### src/rtl/mem_port_arbiter.sv
// Two-port arbiter sharing one fixed-latency, single-port memory between the CPU and a DMA/loader port.
// Each grant is latched and runs for WAIT_CYC cycles, then a one-cycle ready pulse is spent in IDLE.
module mem_port_arbiter #(
    parameter int ADDR_W   = 32,
    parameter int DATA_W   = 32,
    parameter int WAIT_CYC = 2
) (
    input  logic              clk,
    input  logic              rst_n,
    input  logic              cpu_req,
    input  logic              cpu_we,
    input  logic [ADDR_W-1:0] cpu_addr,
    input  logic [DATA_W-1:0] cpu_wdata,
    output logic [DATA_W-1:0] cpu_rdata,
    output logic              cpu_ready,
    output logic              cpu_stall,
    input  logic              dma_req,
    input  logic              dma_we,
    input  logic [ADDR_W-1:0] dma_addr,
    input  logic [DATA_W-1:0] dma_wdata,
    output logic [DATA_W-1:0] dma_rdata,
    output logic              dma_ready,
    output logic              mem_en,
    output logic              mem_we,
    output logic [ADDR_W-1:0] mem_addr,
    output logic [DATA_W-1:0] mem_wdata,
    input  logic [DATA_W-1:0] mem_rdata,
    output logic              busy
);

    typedef enum logic [1:0] {
        IDLE    = 2'd0,
        CPU_ACC = 2'd1,
        DMA_ACC = 2'd2
    } state_t;

    localparam logic [3:0] LAST_CNT = 4'(WAIT_CYC - 1);

    state_t     state;
    logic [3:0] count;
    logic       last_dma;
    logic       cpu_elig;
    logic       dma_elig;
    logic       grant_cpu;
    logic       grant_dma;

    // A port whose ready is high is completing this cycle and must not retrigger.
    assign cpu_elig  = cpu_req & ~cpu_ready;
    assign dma_elig  = dma_req & ~dma_ready;
    assign grant_cpu = cpu_elig & (~dma_elig | last_dma);
    assign grant_dma = dma_elig & (~cpu_elig | ~last_dma);

    assign cpu_stall = cpu_req & ~cpu_ready;
    assign busy      = (state != IDLE);

    always_ff @(posedge clk or negedge rst_n) begin
        if (!rst_n) begin
            state     <= IDLE;
            count     <= 4'd0;
            last_dma  <= 1'b1;
            mem_en    <= 1'b0;
            mem_we    <= 1'b0;
            mem_addr  <= '0;
            mem_wdata <= '0;
            cpu_rdata <= '0;
            dma_rdata <= '0;
            cpu_ready <= 1'b0;
            dma_ready <= 1'b0;
        end else begin
            cpu_ready <= 1'b0;
            dma_ready <= 1'b0;
            case (state)
                IDLE: begin
                    if (grant_cpu) begin
                        state     <= CPU_ACC;
                        mem_en    <= 1'b1;
                        mem_we    <= cpu_we;
                        mem_addr  <= cpu_addr;
                        mem_wdata <= cpu_wdata;
                        count     <= 4'd0;
                        last_dma  <= 1'b0;
                    end else if (grant_dma) begin
                        state     <= DMA_ACC;
                        mem_en    <= 1'b1;
                        mem_we    <= dma_we;
                        mem_addr  <= dma_addr;
                        mem_wdata <= dma_wdata;
                        count     <= 4'd0;
                        last_dma  <= 1'b1;
                    end
                end
                CPU_ACC, DMA_ACC: begin
                    count <= count + 4'd1;
                    if (count == LAST_CNT) begin
                        // mem_rdata is valid on this final access cycle.
                        if (state == CPU_ACC) begin
                            cpu_ready <= 1'b1;
                            if (!mem_we) cpu_rdata <= mem_rdata;
                        end else begin
                            dma_ready <= 1'b1;
                            if (!mem_we) dma_rdata <= mem_rdata;
                        end
                        state  <= IDLE;
                        mem_en <= 1'b0;
                        mem_we <= 1'b0;
                        count  <= 4'd0;
                    end
                end
                default: begin
                    state  <= IDLE;
                    mem_en <= 1'b0;
                    mem_we <= 1'b0;
                end
            endcase
        end
    end

endmodule
### config.mk
export PLATFORM = sky130hd
export DESIGN_NAME = mem_port_arbiter
export DESIGN_NICKNAME = d
export VERILOG_FILES = /design/src/rtl/mem_port_arbiter.sv
export SDC_FILE = /design/constraint.sdc
export NUM_CORES = 1
export LEC_CHECK = 0
export ABC_AREA = 0
export CAP_MARGIN = 10
export CORE_MARGIN = 1
export CORE_UTILIZATION = 41
export CTS_CLUSTER_DIAMETER = 30
export DETAILED_ROUTE_END_ITERATION = 6
export PLACE_DENSITY = 0.81
export SKIP_LAST_GASP = 1
export SYNTH_ARGS = -nofsm -noshare
export SYNTH_HDL_FRONTEND = slang
export SYNTH_SLANG_ARGS = --single-unit
export TNS_END_PERCENT = 10
### constraint.sdc
create_clock -name clk -period 2.15 [get_ports clk]
set_clock_uncertainty 0.1 [all_clocks]
set_input_delay 0.215 -clock clk [delete_from_list [all_inputs] [get_ports clk]]
set_output_delay 0.215 -clock clk [all_outputs]
set_load 0.02 [all_outputs]
==> flow_summary.yaml <==
outcome:
  status: "complete, no violations"
logic_synthesis:
  synth_compound_area_share_pct: 6.93
  synth_area_per_cell_um2: 12.7
  synthFlopType: "dfrtp_1"
  async_flop_share_pct: 100
  yosys.cell_count.top_type: "dfrtp_1"
  synth_seq_cells: 139
  synthMuxAreaShare_pct: 24.5
  synth_xor_area_share_pct: 0
  synth_edf_count: 0
  ys_warn_count: 0
  synth.top_cells.by_area: "dfrtp_1 (56%), mux2i_1 (10%), mux2_4 (7.4%)"
  synth_cells: 480
  synth-seq-area-share_pct: 56.9
  syn_nets: 650
  ys_types: 36
  synth-simple-area-share_pct: 6.89
  synth_largest_area_cell: "dfrtp_1"
  synth_common_cells: "dfrtp_1 (138), nand2_1 (70), o21ai_0 (66), mux2i_1 (64), mux2_2 (31)"
  synthDominantCellAreaShare_pct: 56.4
  synth_top_family_by_area: "multiplexers"
  synth_fa_ha_area_share_pct: 0.818
  syn_area_um2: 6120
clock_tree:
  cts_tree: "done"
  path_clk_slew_ns: 0.06
  worstSkewPairLatency_ns: 0.41
  cts_buffer_depth: 2
  cts.sinks: 139
  htree_levels: 4
  cts_made_buffers: 17
  cts-root-buf: "clkbuf_16"
timing:
  worst_slack_ns: 0.0899
  hold_viol_final: 0
  worst_pin_slew_ns: 0.420
  slew_viol_final: 0
  rsz0062_at_grt: "false"
  fin_crit_sh_pct: 95.8
  setup_viol: 0
  fmaxAchievable_mhz: 485
  tns_ns: 0
  maxSlewHeadroom_pct: 72.0
  post-route-min-period_ns: 2.06
global_routing:
  grt_pass1_vias: 5239
  use_met3_pct: 5.40
  grt_pass1_wl_um: 26100
  gr-total-overflow: 0
  met2_usage_pct: 39.0
  grt_max_degree: 83
  grt_busiest_layer: "met2"
  grtUsageTotal_pct: 22.5
  grt_util_met1_pct: 25.7
  antenna_found_initial: 0
worst_setup_path:
  cp-start-kind: "flop"
  cp_data_arrival_time_ns: 2.25
  reg2reg_slack_ns: 0.09
  cp-end-kind: "flop"
  crit_required_ns: 2.34
  r2r_start: "count[1]$_DFFE_PN0P_"
  reg2regPathDepth: 7
  critical_path_class: "flop to flop"
  crit_chain: "inv_1 -> ha_1 -> or3b_1 -> nor2_8 -> nand3_4 -> buf_12 -> mux2_4"
  crit_path_max_fanout: 32
  slowest_delay_ns: 0.46
  cp_slowest_cell: "or3b_1"
  r2r-end: "dma_rdata[17]$_DFFE_PN0P_"
final_layout:
  final_area_um2: 9950
  area_growth_pct: 62.7
  antennaDiodeCount: 0
  drive_gt1_share_pct: 14.9
  final.fill_count: 1046
  nets: 957
floorplanning:
  core_area_um2: 14500
  rows: 44
  initial_core_util_pct: 42.1
  dieArea_um2: 15400
  die_height_um: 124
  ios: 300
  fp.dieW_um: 124
placement:
  dp_hpwl_um: 13100
  port_buffers: 299
  dpl_worst_slack_ns: -0.0508
  place_congestion: 0.819
  placed_cell_area_um2: 9350
route:
  routed_wl_um: 17300
  via_per_inst: 4.99
  ant_nets: 0
  vias: 4911
  drc: 0
  drtIter0Drc: 203
  wire_per_inst_um: 17.5
  dr.pass1.iters: 4
pwr:
  power.internal_mw: 9.61
  leakage_nw: 4.49
  power_frac_seq_pct: 30.6
  power_mw: 15.3
  p_sw_share_pct: 37.2
  vdd_drop_max_uv: 747
  power_frac_comb_pct: 50.5
  clockPowerShare_pct: 18.9
  p_per_area_nw_per_um2: 1540
  p_switching_mw: 5.70
worst_hold_path:
  min-delay-path-class: "input pin to asynchronous set/reset pin"
job:
  max-cap-violations: 0
[power by group through the flow]
stage               Clock (mW)  Sequential [mW]  Combinational, mW
finish                    2.90             4.69               7.73
CTS                       2.95             4.69               7.82
detailed placement           0             4.71               7.79
global route              3.08             4.83               8.27
global placement             0             4.63               7.57
floorplan                    0             6.15               2.63
[critical path, delay by kind of cell (launching register included)]
| family | cells | cell delay [ns] |
|---|---|---|
| and+or+nand+nor | 3 | 0.69 |
| adders and majority gates | 1 | 0.15 |
| DFF | 1 | 0.38 |
| buffers and inverters | 2 | 0.27 |
| muxes | 1 | 0.32 |
[stage by stage]
step	util, %	std cells	hold slack, ns
final	68.5	984	0.185
after global routing	68.5	984	0.214
after CTS	68.5	984	0.192
after detailed placement	64.3	951	0.0599
after global placement	64.3	951	0.0485
after floorplan	-	480	-0.181
[flip-flops by register name, indices dropped and copies added (netlist names), 2 cells and up]
register,cells
cpu_rdata,32
dma_rdata,32
count,4
mem_wdata,32
state,2
mem_addr,32
[area by class of cell]
| class | instances | area [um^2] | area share [%] |
|---|---|---|---|
| Clock buffer | 20 | 447 | 4.49 |
| Clock inverter | 12 | 141 | 1.42 |
| Inverter | 6 | 22.5 | 0.226 |
| Multi-Input combinational cell | 306 | 2410 | 24.2 |
| Sequential cell | 139 | 3480 | 35.0 |
| Tap cell | 184 | 230 | 2.31 |
| Timing Repair Buffer | 317 | 3220 | 32.4 |
[logic make-up (layout without fill, tap and decap cells)]
kind of cell               after synthesis  after routing
muxes                                  130            130
buffers and inverters                   35            355
DFF                                    139            139
adders and majority gates                4              4
AOI/OAI and AO/OA                       79             79
and+or+nand+nor                         93             93
[what timing repair did]
action / CTS / global route
gates resized for setup: 2 / 2
hold endpoints to repair: 38 / 0
hold buffers: 1 / 0
setup buffers: 0 / 0
setup endpoints to repair: 2 / 32
[worst max path at each step]
stage                         start  cells past startpoint  slack (ns)                        end
2_1_floorplan  count[1]$_DFFE_PN0P_                      8        0.20  cpu_rdata[26]$_DFFE_PN0P_
3_3_place_gp                dma_req                      5        0.03         mem_we$_DFFE_PN0P_
3_5_place_dp                dma_req                      6       -0.05   mem_addr[12]$_DFFE_PN0P_
4_1_cts        state[0]$_DFFE_PN0P_                      4       -0.06                       busy
5_1_grt        count[1]$_DFFE_PN0P_                      7        0.02  dma_rdata[17]$_DFFE_PN0P_
6_report       count[1]$_DFFE_PN0P_                      7        0.09  dma_rdata[17]$_DFFE_PN0P_
[cells in the final DEF, fill, tap and decap left out, types with 2 or more instances in the layout]
cell	count
buf_4	10
o22ai_1	3
clkdlybuf4s50_1	296
clkbuf_1	2
nor2b_1	2
mux2_4	30
mux2_1	5
ha_1	3
clkinv_4	3
buf_12	7
nand2b_1	4
clkinvlp_4	4
nand2_1	70
dfrtp_1	137
nor2_1	5
o21ai_0	66
bufinv_16	2
nand3_1	3
inv_1	6
mux2i_1	64
mux2_2	31
clkbuf_16	17
a22o_1	2
[layer usage]
metal	up-vias	part of all wire (%)
li1	2286	-
met1	2378	38
met2	202	52
met3	45	6.4
met4	0	3.5
met5	-	0
Power figures use the tool's default switching activity.
